File: src/rtl/a_bus_cycle_ctrl.sv
// A-bus access sequencer: classifies accepted accesses, stretches them by speed class, inserts refresh stalls.
// Optional cart-timed MEM_VAR accesses are enabled by defining A_BUS_MEM_VAR_EN.
module a_bus_cycle_ctrl #(
    parameter int FAST_CYC    = 6,
    parameter int SLOW_CYC    = 8,
    parameter int XSLOW_CYC   = 12,
    parameter int REFRESH_CYC = 40,
    parameter int CNT_W       = 6
) (
    input  logic              clk,
    input  logic              reset_n,
    input  logic              req_valid,
    output logic              req_ready,
    input  logic [23:0]       req_addr,
    input  logic              memsel,
    input  logic              refresh_req,
    output logic              busy,
    output logic              refreshing,
    output logic [1:0]        speed,
    output logic [2:0]        rd_target,
    output logic              done
`ifdef A_BUS_MEM_VAR_EN
    ,
    input  logic [CNT_W-1:0]  var_cyc,
    input  logic              var_sel
`endif
);

    localparam logic [1:0] MEM_FAST  = 2'd0;
    localparam logic [1:0] MEM_SLOW  = 2'd1;
    localparam logic [1:0] MEM_XSLOW = 2'd2;
    localparam logic [1:0] MEM_VAR   = 2'd3;

    localparam logic [2:0] A_RT_CART = 3'd0;
    localparam logic [2:0] A_RT_WRAM = 3'd1;
    localparam logic [2:0] A_RT_JOY  = 3'd2;
    localparam logic [2:0] A_RT_HV   = 3'd3;
    localparam logic [2:0] A_RT_MD   = 3'd4;
    localparam logic [2:0] A_RT_DMA  = 3'd5;

    localparam logic [1:0] ST_IDLE    = 2'd0;
    localparam logic [1:0] ST_ACCESS  = 2'd1;
    localparam logic [1:0] ST_REFRESH = 2'd2;

    localparam logic [CNT_W-1:0] REF_LOAD = CNT_W'(REFRESH_CYC - 1);

    function automatic logic [1:0] map_speed(input logic [23:0] a, input logic ms);
        logic [7:0]  b;
        logic [15:0] o;
        b = a[23:16];
        o = a[15:0];
        if (!b[6]) begin
            if (o < 16'h2000)      map_speed = MEM_SLOW;
            else if (o < 16'h4000) map_speed = MEM_FAST;
            else if (o < 16'h4200) map_speed = MEM_XSLOW;
            else if (o < 16'h6000) map_speed = MEM_FAST;
            else if (o < 16'h8000) map_speed = MEM_SLOW;
            else                   map_speed = (b[7] && ms) ? MEM_FAST : MEM_SLOW;
        end else if (!b[7]) begin
            map_speed = MEM_SLOW;
        end else begin
            map_speed = ms ? MEM_FAST : MEM_SLOW;
        end
    endfunction

    // Register decode only applies in system banks; 7E/7F are WRAM regardless of offset.
    function automatic logic [2:0] map_target(input logic [23:0] a);
        logic [7:0]  b;
        logic [15:0] o;
        b = a[23:16];
        o = a[15:0];
        map_target = A_RT_CART;
        if (b == 8'h7E || b == 8'h7F) begin
            map_target = A_RT_WRAM;
        end else if (!b[6]) begin
            if (o < 16'h2000)                             map_target = A_RT_WRAM;
            else if (o == 16'h4016 || o == 16'h4017)      map_target = A_RT_JOY;
            else if (o >= 16'h4218 && o <= 16'h421F)      map_target = A_RT_JOY;
            else if (o >= 16'h4210 && o <= 16'h4213)      map_target = A_RT_HV;
            else if (o >= 16'h4214 && o <= 16'h4217)      map_target = A_RT_MD;
            else if (o >= 16'h4300 && o <= 16'h437F)      map_target = A_RT_DMA;
        end
    endfunction

    function automatic logic [CNT_W-1:0] speed_load(input logic [1:0] sp);
        case (sp)
            MEM_SLOW:  speed_load = CNT_W'(SLOW_CYC - 1);
            MEM_XSLOW: speed_load = CNT_W'(XSLOW_CYC - 1);
            default:   speed_load = CNT_W'(FAST_CYC - 1);
        endcase
    endfunction

    logic [1:0]       state;
    logic [CNT_W-1:0] cnt;
    logic             refresh_pend;
    logic             accept;
    logic [1:0]       acc_speed;
    logic [2:0]       acc_target;
    logic [CNT_W-1:0] acc_load;

    always_comb begin
        acc_target = map_target(req_addr);
        acc_speed  = map_speed(req_addr, memsel);
        acc_load   = speed_load(acc_speed);
`ifdef A_BUS_MEM_VAR_EN
        if (var_sel && acc_target == A_RT_CART) begin
            acc_speed = MEM_VAR;
            acc_load  = (var_cyc == '0) ? '0 : var_cyc - CNT_W'(1);
        end
`endif
    end

    assign done       = (state == ST_ACCESS) && (cnt == '0);
    assign busy       = (state != ST_IDLE);
    assign refreshing = (state == ST_REFRESH);
    assign req_ready  = ((state == ST_IDLE) || done) && !refresh_pend && !refresh_req;
    assign accept     = req_valid && req_ready;

    always_ff @(posedge clk or negedge reset_n) begin
        if (!reset_n) begin
            state        <= ST_IDLE;
            cnt          <= '0;
            refresh_pend <= 1'b0;
            speed        <= MEM_FAST;
            rd_target    <= A_RT_CART;
        end else begin
            case (state)
                ST_IDLE: begin
                    if (refresh_req || refresh_pend) begin
                        state        <= ST_REFRESH;
                        cnt          <= REF_LOAD;
                        refresh_pend <= 1'b0;
                    end else if (accept) begin
                        state     <= ST_ACCESS;
                        cnt       <= acc_load;
                        speed     <= acc_speed;
                        rd_target <= acc_target;
                    end
                end
                ST_ACCESS: begin
                    if (cnt != '0) begin
                        cnt <= cnt - CNT_W'(1);
                        if (refresh_req) refresh_pend <= 1'b1;
                    end else if (refresh_pend || refresh_req) begin
                        state        <= ST_REFRESH;
                        cnt          <= REF_LOAD;
                        refresh_pend <= 1'b0;
                    end else if (accept) begin
                        cnt       <= acc_load;
                        speed     <= acc_speed;
                        rd_target <= acc_target;
                    end else begin
                        state <= ST_IDLE;
                    end
                end
                ST_REFRESH: begin
                    if (refresh_req) refresh_pend <= 1'b1;
                    if (cnt != '0) cnt <= cnt - CNT_W'(1);
                    else           state <= ST_IDLE;
                end
                default: state <= ST_IDLE;
            endcase
        end
    end

endmodule
File: config.mk
export PLATFORM = sky130hd
export DESIGN_NAME = a_bus_cycle_ctrl
export DESIGN_NICKNAME = d
export VERILOG_FILES = /design/src/rtl/a_bus_cycle_ctrl.sv
export SDC_FILE = /design/constraint.sdc
export NUM_CORES = 1
export LEC_CHECK = 0
export BUFFER_PORTS_ARGS = -buffer_cell sky130_fd_sc_hd__buf_2
export CAP_MARGIN = 10
export CORE_ASPECT_RATIO = 1.25
export CORE_MARGIN = 8
export CORE_UTILIZATION = 35
export CTS_CLUSTER_SIZE = 8
export DETAILED_ROUTE_END_ITERATION = 8
export PLACE_DENSITY = 0.67
export SETUP_SLACK_MARGIN = 0.05
export SYNTH_ARGS = -nofsm -noshare
export SYNTH_HDL_FRONTEND = slang
export SYNTH_SLANG_ARGS = --single-unit
File: constraint.sdc
create_clock -name clk -period 4.3 [get_ports clk]
set_input_delay 0.86 -clock clk [delete_from_list [all_inputs] [get_ports clk]]
set_output_delay 0.86 -clock clk [all_outputs]
set_load 0.01 [all_outputs]
Yosys cells after proc, flatten, opt, wreduce, memory -nomap -nowiden
Cells that the tools add are included.
Widths: inputs -> output; s select.
{"block": "classes", "n_mux": 42, "eq_ne": 13, "n_lt_le_gt_ge": 13, "add_sub_neg": 1, "reduce_logical": 24}
{"operator": "$ge 16x15->1 const B", "n": 4}
{"operator": "$le 16x15->1 const B", "n": 4}
{"operator": "$lt 16x15->1 const B", "n": 3}
{"operator": "$mux 3", "n": 11}
{"operator": "$eq 16x15->1 const B", "n": 2}
{"operator": "$mux 2", "n": 13}
{"operator": "$mux 6", "n": 4}
{"operator": "$pmux 6 s3", "n": 1}
{"operator": "$eq 8x7->1 const B", "n": 2}
{"operator": "$lt 16x14->1 const B", "n": 1}
{"operator": "$lt 16x16->1 const B", "n": 1}
{"operator": "$logic_and 1x1->1", "n": 9}
{"operator": "$mux 1", "n": 8}
{"operator": "$pmux 4 s2", "n": 1}
{"operator": "$logic_not 6->1", "n": 1}
{"operator": "$ne 3x2->1 const B", "n": 2}
{"operator": "$pmux 2 s3", "n": 1}
{"operator": "$pmux 3 s2", "n": 1}
{"operator": "$reduce_bool 6->1", "n": 1}
{"operator": "$sub 6x1->6 const B", "n": 1}
{"operator": "$eq 2x1->1 const B", "n": 2}
{"operator": "$eq 2x2->1 const B", "n": 2}
{"operator": "$logic_or 1x1->1", "n": 4}
{"operator": "$ne 2x2->1 const B", "n": 2}
{"operator": "9 further kinds", "n": 12}
{"block": "word_totals", "register_bits": 14, "out_inout_bits": 9, "input_bits": 29, "wordCells": 98}

Logic depth before layout (Yosys ltp)
{"block": "logic_depth", "word_depth": 14, "depth_mapped": 9, "mapped_depth_nobuf": 7}

Least setup slack after synthesis
OpenSTA, ideal clock, no wires.
{"block": "synth_timing", "path_kind": "flip-flop to output port", "start": "register cnt[0]", "end": "output req_ready", "path_stages_with_launch": 7, "t_arrival_ns": 1.512, "setup_slack_ns": 1.928, "required_time_ns": 3.440, "n_path_buf": 1, "cell_sequence": "dfrtp_1 inv_1 ha_1 nor4b_2 and2_1 buf_2 o21a_1"}
{"block": "synth_between", "elab_chain_cells": 5}
{"item": "from (decl)", "line_no": "94", "rtl": "logic [CNT_W-1:0] cnt;"}
{"item": "from (signal assigned)", "line_no": "135", "rtl": "cnt <= acc_load;"}
{"item": "from (signal assigned)", "line_no": "142", "rtl": "cnt <= cnt - CNT_W'(1);"}
{"item": "from (signal assigned)", "line_no": "149", "rtl": "cnt <= acc_load;"}
{"item": "$logic_not 6->1", "line_no": "113", "rtl": "assign done = (state == ST_ACCESS) && (cnt == '0);"}
{"item": "$logic_and 1x1->1", "line_no": "113"}
{"item": "via done", "line_no": "21", "rtl": "output logic done"}
{"item": "$logic_or 1x1->1", "line_no": "116", "rtl": "assign req_ready = ((state == ST_IDLE) || done) && !refresh_pend && !refresh_req;"}
{"item": "$logic_and 1x1->1 (2 in a row)", "line_no": "116"}
{"item": "to (decl)", "line_no": "13", "rtl": "output logic req_ready,"}
The timed path passes the listed nets, and every way through them passes these cells.

Worst setup path in the final report
{"block": "layout_timing", "start": "register cnt[0]", "end": "output req_ready"}
{"block": "layout_between", "elab_chain_cells": 5}
{"item": "$logic_not 6->1", "line_no": "113"}
{"item": "$logic_and 1x1->1", "line_no": "113"}
{"item": "$logic_or 1x1->1", "line_no": "116"}
{"item": "$logic_and 1x1->1 (2 in a row)", "line_no": "116"}
Every way passes these cells.

==> run_results.csv <==
group,metric,value,unit
clocking,cts_num_sinks,14,
timing,min_period,2930,ps
worst_hold_path,holdCritPathClass,"flop to flop",
timing,timing.setup.tns,0,ps
worst_setup_path,critPathRequiredTime,3440,ps
clocking,cts_buffers,3,
worst_setup_path,rr_worst_depth,6,
pwr,power,0.839,mW
timing,maxSlewViolCount,0,
cells_and_area,final_common_cell,"buf_2",
yosys,ys_types,50,
clocking,cts.path.max_buffers,2,
clocking,cts_tree,"done",
grt,grt_usage,0.126,
yosys,synth_top_area_frac,0.300,
clocking,cts-root-buf,"clkbuf_8",
worst_setup_path,worstReg2RegStart,"cnt[0]$_DFFE_PN0P_",
clocking,post-cts-setup-buffer-count,0,
cells_and_area,area.growth.synth_to_final,20.8,%
yosys,yosysWarnings,0,
worst_setup_path,cp.arrival,2070,ps
route,avgViaCountPerCell,5.89,
cells_and_area,fin_cells,210,
yosys,synthFlopType,"dfrtp_1",
floorplanning,io_pins,38,
cells_and_area,nNetsFinal,210,
floorplanning,core_area,3190,sq um
worst_setup_path,rr_endpoint,"rd_target[1]$_DFFE_PN0P_",
cells_and_area,nFillCells,318,
timing,fin_ws,1370,ps
timing,tightest_slew,642,ps
timing,setup_viol,0,
grt,grt_max_degree,15,
route,first_pass_iters,4,
yosys,synthArstFlopShare,1.00,
timing,hold_viol_final,0,
grt,grt_pass1_vias,1248,
yosys,synth_area,1170,sq um
placed_design,place_area,1370,sq um
cells_and_area,fin_util,0.441,
yosys,syn_avg_cell_area,8.46,sq um
timing,rsz0062_at_grt,"no",
floorplanning,die_w,67.7,microns
worst_setup_path,endpoint,"req_ready",
worst_setup_path,r2r_slack,2030,ps
cells_and_area,seq_area,350,sq um
placed_design,dp_cells,207,
worst_setup_path,criticalPathCategory,"flop to output pin",
timing,max_clock_freq,0.342,GHz
placed_design,hpwl,2.57,mm
floorplanning,placementRows,23,
pwr,ir_drop,0.285,mV
cells_and_area,antenna_cells,0,
cells_and_area,fin_area,1410,sq um
yosys,ys_ff_latch,14,
grt,grt_remaining_overflow,0,
timing,fin_crit_sh,0.681,
placed_design,gp_congestion,0.866,
clocking,clk_pin_slew,60,ps
yosys,synth_top_cell_by_area,"dfrtp_1",
worst_setup_path,path_max_fanout,7,
clocking,clock_latency,250,ps
timing,fin_skew,5.73,ps
route,wl_per_cell,15.1,microns
worst_setup_path,cpPeakStageDelay,440,ps
grt,antenna_found_initial,0,
clocking,cts_resized,0,
floorplanning,die_h,80.6,microns
run,maxCapViolations,0,
worst_setup_path,worstPathCellList,"inv_1, ha_1, nor4b_2, and2_1, o21a_1, buf_2",
pwr,power_density,595,nW/um^2
cells_and_area,final_cell_mix,"buf_2 (35), nor2_1 (15), dfrtp_1 (14)",
timing,fin_hold_ws,495,ps
route,antenna_left,0,
placed_design,dpl_worst_slack,1680,ps
clocking,htreeDepth,1,
route,drcViolationCount,0,
yosys,synth_nets,173,
yosys,synth_edf_count,0,
worst_setup_path,worstSetupEndpointType,"output pin",
worst_setup_path,crit_start,"cnt[0]$_DFFE_PN0P_",
clocking,holdBufCountCts,0,
route,dr.first_iter.drc_count,85,
worst_setup_path,crit_path_top_delay_cell,"dfrtp_1",
yosys,syn_inst,138,
floorplanning,die-area,5450,sq um
grt,grt_pass1_wl,5.51,mm
placed_design,port-buffer-count,35,
cells_and_area,drive_gt1_frac,0.266,
floorplanning,initial_core_util,0.365,
timing,relSlewSlack,0.570,
pwr,leakage,0.680,nW
cells_and_area,multi_input_area,763,sq um
route,vias,1237,
worst_setup_path,worstSetupStartpointType,"flop",
yosys,ys_top_cells_by_area,"dfrtp_1 (30%), ha_1 (6.4%), nor2_1 (4.8%), nor3_1 (4.3%), inv_1 (2.9%)",
route,routed_wl,3.18,mm
yosys,ys_seq_area_frac,0.300,
run_status,status,"completed",
[Yosys cell counts (2+ instances only)]
| master | count |
|---|---|
| nor2_1 | 15 |
| dfrtp_1 | 14 |
| nor3_1 | 10 |
| inv_1 | 9 |
| nand2_1 | 9 |
| ha_1 | 6 |
| nand3_1 | 6 |
| o21ai_0 | 6 |
| a21oi_1 | 5 |
| a22o_1 | 3 |
| o21a_1 | 3 |
| o41ai_1 | 3 |
| a211o_1 | 2 |
| a22oi_1 | 2 |
| and3_1 | 2 |
| mux2_2 | 2 |
| mux2i_1 | 2 |
| nand2b_1 | 2 |
| nor2b_1 | 2 |
| o211ai_1 | 2 |
| o21ai_1 | 2 |
| o31a_1 | 2 |
| o31ai_1 | 2 |
[kinds of logic after synthesis]
logic type,count (synthesis),synth area share
compound gates,44,0.273
fa+ha+maj,6,0.0643
xor+xnor,2,0.0150
buf+inv,12,0.0461
mux,5,0.0461
flops,14,0.300
simple gates,55,0.255
[routing by layer]
metal | GRT usage | share of wire
met5 | 0 | 0
met4 | 0.0461 | 0.016
met3 | 0.0320 | 0.069
met2 | 0.205 | 0.46
met1 | 0.153 | 0.45
[how the worst min path moves through the flow]
stage	from	to	slack, ps	cells past startpoint
finish	rd_target[2]$_DFFE_PN0P_	rd_target[2]$_DFFE_PN0P_	490	2
global route	speed[1]$_DFFE_PN0P_	speed[1]$_DFFE_PN0P_	520	1
CTS	rd_target[2]$_DFFE_PN0P_	rd_target[2]$_DFFE_PN0P_	500	2
detailed placement	rd_target[2]$_DFFE_PN0P_	rd_target[2]$_DFFE_PN0P_	480	2
global placement	rd_target[2]$_DFFE_PN0P_	rd_target[2]$_DFFE_PN0P_	460	2
floorplan	rd_target[1]$_DFFE_PN0P_	rd_target[1]$_DFFE_PN0P_	510	2
[final cells by class]
| cell class | instances | share of cell area |
|---|---|---|
| Multi-Input combinational cell | 112 | 0.541 |
| Sequential cell | 14 | 0.248 |
| Timing Repair Buffer | 35 | 0.124 |
| Tap cell | 37 | 0.0328 |
| Clock buffer | 3 | 0.0293 |
| Inverter | 9 | 0.0240 |
[critical path: cells and delay by family, from the launching register on]
family	cells	cell delay, ps
AND/OR/NAND/NOR	2	700
flip-flops	1	440
adder cells (fa/ha/maj)	1	310
buffers and inverters	2	230
AO/OA/AOI/OAI	1	130
[power by group]
| part | total (mW) | switching, mW | internal, mW |
|---|---|---|---|
| clock network | 0.111 | 0.0491 | 0.0621 |
| logic | 0.489 | 0.275 | 0.214 |
| registers | 0.239 | 0.0627 | 0.177 |
| total | 0.839 | 0.387 | 0.453 |
[flip-flops by register name (all words and copies together) (netlist names)]
register      flops
state             2
rd_target         3
speed             2
cnt               6
refresh_pend      1
(Power assumes the default switching activity.)
